[config.mk]
export PLATFORM = sky130hd
export DESIGN_NAME = int2float_arbiter
export DESIGN_NICKNAME = d
export VERILOG_FILES = /design/src/rtl/int2float_arbiter.sv
export SDC_FILE = /design/constraint.sdc
export NUM_CORES = 1
export LEC_CHECK = 0
export CAP_MARGIN = 20
export CELL_PAD_IN_SITES_DETAIL_PLACEMENT = 2
export CELL_PAD_IN_SITES_GLOBAL_PLACEMENT = 2
export CORE_MARGIN = 3
export CORE_UTILIZATION = 25
export CTS_CLUSTER_DIAMETER = 100
export DETAILED_ROUTE_END_ITERATION = 6
export PLACE_DENSITY = 0.9
export SETUP_SLACK_MARGIN = 0.5
export SLEW_MARGIN = 0
export SYNTH_ARGS = -nofsm -noshare
export SYNTH_HDL_FRONTEND = slang
export SYNTH_SLANG_ARGS = --single-unit
[constraint.sdc]
create_clock -name clk -period 2.3 [get_ports clk]
set_input_delay 0.345 -clock clk [delete_from_list [all_inputs] [get_ports clk]]
set_output_delay 0.345 -clock clk [all_outputs]
set_load 0.005 [all_outputs]
[src/rtl/int2float_arbiter.sv]
// int2float_arbiter: N requesters share one combinational 11-bit int -> 7-bit float converter
// through a two-stage pipeline. Define I2F_ARB_RR_EN for round-robin; fixed priority otherwise.
module int2float_arbiter #(
  parameter  int N     = 4,
  parameter  int CNT_W = 16,
  localparam int ID_W  = $clog2(N)
) (
  input  logic              clk,
  input  logic              rst,
  input  logic [N-1:0]      req_valid,
  input  logic [N*11-1:0]   req_data,
  output logic [N-1:0]      req_ready,
  output logic [10:0]       conv_in,
  input  logic [6:0]        conv_out,
  output logic              res_valid,
  output logic [6:0]        res_data,
  output logic [ID_W-1:0]   res_id,
  input  logic              res_ready,
  output logic              busy,
  output logic [CNT_W-1:0]  done_cnt
);

  logic             r_s1_valid;
  logic [10:0]      r_s1_data;
  logic [ID_W-1:0]  r_s1_id;
  logic             r_res_valid;
  logic [6:0]       r_res_data;
  logic [ID_W-1:0]  r_res_id;
  logic [CNT_W-1:0] r_done_cnt;

  logic             w_s2_load;
  logic             w_s2_drain;
  logic             w_s1_can_accept;
  logic             w_transfer;
  logic [N-1:0]     w_grant;
  logic [N-1:0]     w_ready;
  logic [ID_W-1:0]  w_gidx;
  logic [10:0]      w_sel_data;

  assign w_s2_load       = r_s1_valid && (!r_res_valid || res_ready);
  assign w_s2_drain      = r_res_valid && res_ready;
  assign w_s1_can_accept = !r_s1_valid || w_s2_load;

`ifdef I2F_ARB_RR_EN
  logic [ID_W-1:0] r_ptr;
  logic [N-1:0]    w_mask;
  logic [N-1:0]    w_hi;

  // Requesters at or above ptr win first; if none are valid, wrap to the lowest valid index.
  assign w_mask  = ~((N'(1) << r_ptr) - N'(1));
  assign w_hi    = req_valid & w_mask;
  assign w_grant = (|w_hi) ? (w_hi & (~w_hi + N'(1)))
                           : (req_valid & (~req_valid + N'(1)));

  always_ff @(posedge clk or posedge rst) begin
    if (rst)
      r_ptr <= '0;
    else if (w_transfer)
      r_ptr <= (w_gidx == ID_W'(N - 1)) ? '0 : w_gidx + 1'b1;
  end
`else
  assign w_grant = req_valid & (~req_valid + N'(1));
`endif

  // Grant is purely a function of req_valid/ptr; readiness only gates it.
  assign w_ready    = rst ? '0 : (w_grant & {N{w_s1_can_accept}});
  assign w_transfer = |(req_valid & w_ready);

  always_comb begin
    w_gidx     = '0;
    w_sel_data = '0;
    for (int i = 0; i < N; i++) begin
      if (w_grant[i]) begin
        w_gidx     = ID_W'(i);
        w_sel_data = req_data[i*11 +: 11];
      end
    end
  end

  always_ff @(posedge clk or posedge rst) begin
    if (rst) begin
      r_s1_valid <= 1'b0;
      r_s1_data  <= '0;
      r_s1_id    <= '0;
    end else if (w_transfer) begin
      r_s1_valid <= 1'b1;
      r_s1_data  <= w_sel_data;
      r_s1_id    <= w_gidx;
    end else if (w_s2_load) begin
      r_s1_valid <= 1'b0;
    end
  end

  // conv_out is sampled here, one clock after the operand lands in S1.
  always_ff @(posedge clk or posedge rst) begin
    if (rst) begin
      r_res_valid <= 1'b0;
      r_res_data  <= '0;
      r_res_id    <= '0;
    end else if (w_s2_load) begin
      r_res_valid <= 1'b1;
      r_res_data  <= conv_out;
      r_res_id    <= r_s1_id;
    end else if (w_s2_drain) begin
      r_res_valid <= 1'b0;
    end
  end

  always_ff @(posedge clk or posedge rst) begin
    if (rst)
      r_done_cnt <= '0;
    else if (w_s2_drain)
      r_done_cnt <= r_done_cnt + 1'b1;
  end

  assign req_ready = w_ready;
  assign conv_in   = r_s1_data;
  assign res_valid = r_res_valid;
  assign res_data  = r_res_data;
  assign res_id    = r_res_id;
  assign busy      = r_s1_valid || r_res_valid;
  assign done_cnt  = r_done_cnt;

endmodule

==> results.json <==
{
  "synth_fa_ha_area_share_pct": 0.565,
  "worstSetupEndpointType": "output port",
  "netlist.area_leader.share_pct": 45.2,
  "drt_iter0_markers": 36,
  "cp.required_ps": 1960,
  "place.gp.congestion": 0.724,
  "pre_cts_ws_ps": -26.2,
  "dp_cells": 409,
  "setup_slack_ps": 519,
  "cts_tree": "done",
  "synth.avg_cell_area_um2": 10.9,
  "dieHeight_um": 100,
  "startpoint": "res_valid",
  "yosys.area.top_type": "dfrtp_1",
  "grt_pass1_vias": 2185,
  "slowest_stage": "dfrtp_1",
  "row_count": 33,
  "maxSlewViolCount": 0,
  "antenna_found_initial": 0,
  "yosys.cell_types.count": 37,
  "cpPeakStageDelay_ps": 400,
  "first_pass_iters": 4,
  "gr-total-overflow": 0,
  "seq_area_frac_synth_pct": 45.2,
  "routed.top_layer": "met4",
  "clockBufferDepth": 2,
  "dp_hpwl_um": 5600,
  "whs_ps": 311,
  "clk_pin_slew_ps": 80,
  "synthCells": 204,
  "area_growth_pct": 55.4,
  "cp.arrival_ps": 1440,
  "synth_top_family_by_area": "compound AO/OA/AOI/OAI gates",
  "place_area_mm2": 0.00331,
  "final-hold-violation-count": 0,
  "ys_ff_latch": 40,
  "period_share_pct": 77.4,
  "drv_cap": 0,
  "track_usage_pct": 14.0,
  "synth.most_common_cell": "dfrtp_1",
  "reg2reg_from": "res_valid",
  "diodes": 0,
  "viasPerCell": 4.66,
  "power.total_mw": 2.31,
  "cp_max_fo": 4,
  "final_area_mm2": 0.00344,
  "num_vias": 1977,
  "dieArea_mm2": 0.0100,
  "final_util_pct": 40.9,
  "p_leak_nw": 1.45,
  "synthSimpleGateAreaFrac_pct": 17.2,
  "path_class": "reg2out",
  "finalNonFillerCells": 424,
  "io_buffers": 99,
  "synth_nets": 263,
  "synth_compound_area_share_pct": 17.6,
  "die_x_um": 100,
  "worstPathCellList": "and2b_4, a21oi_2, buf_4, buf_6, and3b_1, buf_2",
  "clk_latency_ps": 290,
  "syn_area_mm2": 0.00222,
  "p_per_area_mw_per_mm2": 670,
  "synth.top_cells.by_count": "dfrtp_1 (40), nand2_1 (27), nor2_1 (16)",
  "cts-root-buf": "clkbuf_8",
  "yosysWarnings": 0,
  "synth_enable_flop_cells": 0,
  "setup_viol": 0,
  "status": "finished clean",
  "critPathLaunchType": "flip-flop",
  "cts-htree-levels": 2,
  "floorplan.initialDensity_pct": 26.3,
  "grt_pass1_wl_um": 11200,
  "fin_crit_ps": 1780,
  "ir_worst_vdd_v": 0.000245,
  "coreArea_mm2": 0.00842,
  "grt_max_degree": 28,
  "wl_per_cell_um": 15.9,
  "n_fill_cell": 924,
  "synth.area.top_cells": "dfrtp_1 (45%), a31oi_2 (5.1%), mux2_2 (5.1%)",
  "wl_met3_um": 374,
  "met1_length_um": 2900,
  "drc": 0,
  "ant_nets": 0,
  "holdBufCountCts": 0,
  "hold_path.class": "in2async",
  "nets": 377,
  "clock_sinks": 40,
  "grt_setup_unrepaired": "true",
  "clock_skew_ps": 4.44,
  "yosys_most_used_dff": "dfrtp_1",
  "synthXorXnorAreaFrac_pct": 5.93,
  "fin_setup_tns_ps": 0,
  "synthArstFlopShare_pct": 100,
  "fmax_mhz": 562,
  "max_slew_margin_pct": 62.8,
  "routed_wl_um": 6740,
  "worst_pin_slew_ps": 554,
  "io-pin-count": 100,
  "tritoncts.num_buffers": 5,
  "drive_above_1_share_pct": 20.4,
  "synth_mux_area_share_pct": 5.08,
  "met2WireLength_um": 3440
}
[worst paths after layout]
path | end | slack, ps | depth (start not counted)
max | req_ready[1] | 520 | 6
min | r_s1_id[0] | 310 | 3
max reg2reg | done_cnt[11] | 610 | 6
min reg2reg | done_cnt[15] | 500 | 1
max in group asynchronous | r_s1_valid | 1640 | 3
min in group clk | done_cnt[15] | 500 | 1
[power breakdown]
| group | switching, mW | internal [mW] |
|---|---|---|
| Sequential | 0.136 | 0.855 |
| Combinational | 0.299 | 0.533 |
| Clock | 0.244 | 0.240 |
[flip-flops by register name, indices dropped and copies added (netlist names)]
| name | cells |
|---|---|
| done_cnt | 16 |
| conv_in | 11 |
| res_data | 7 |
| r_s1_id | 2 |
| res_id | 2 |
| r_s1_valid | 1 |
| res_valid | 1 |
[area by class of cell]
class / count / area (µm²) / share of cell area, %
inverters: 14 / 52.6 / 1.53
flip-flops and latches: 40 / 1000 / 29.1
multi-input cells: 138 / 1040 / 30.1
repair buffers: 119 / 1130 / 32.8
well taps: 105 / 131 / 3.82
clock buffers: 6 / 82.6 / 2.40
clock inverters: 2 / 10.0 / 0.291
[timing repair]
item | CTS | global route
buffers inserted | 6 | 1
pin swaps | 2 | 0
resized for setup | 27 | 0
setup endpoints to repair | 16 | 4
[kinds of logic (layout without fill, tap and decap cells)]
group	after synthesis	count (layout)
multiplexers	10	10
adder cells (fa/ha/maj)	1	1
flip-flops	40	40
buffers and inverters	26	141
XOR/XNOR	15	15
AND/OR/NAND/NOR	71	71
AO/OA/AOI/OAI	41	41
[critical path: cells and delay by family (launching register included)]
kind	cells	cell delay, ps
AOI/OAI and AO/OA	1	110
buffers and inverters	3	320
DFF	1	400
and+or+nand+nor	2	320
[cell usage in the layout, fill, tap and decap left out, drive strengths merged, types with 3 or more instances in the layout]
cell,count
clkbuf,6
clkdlybuf4s50,88
mux2,10
dlygate4sd2,7
nand2,27
a31oi,11
inv,14
a211oi,11
nand3,6
or2,3
dfrtp,40
nand4,4
xor2,5
xnor2,10
buf,24
a221o,11
nor3,3
nor2,17
o21a,3
[per-layer routing]
layer / global-route usage (%) / vias up
li1: - / 946
met1: 17.1 / 953
met2: 25.2 / 74
met3: 2.50 / 4
met4: 3.42 / 0
met5: 0 / -
Power figures use the tool's default switching activity.
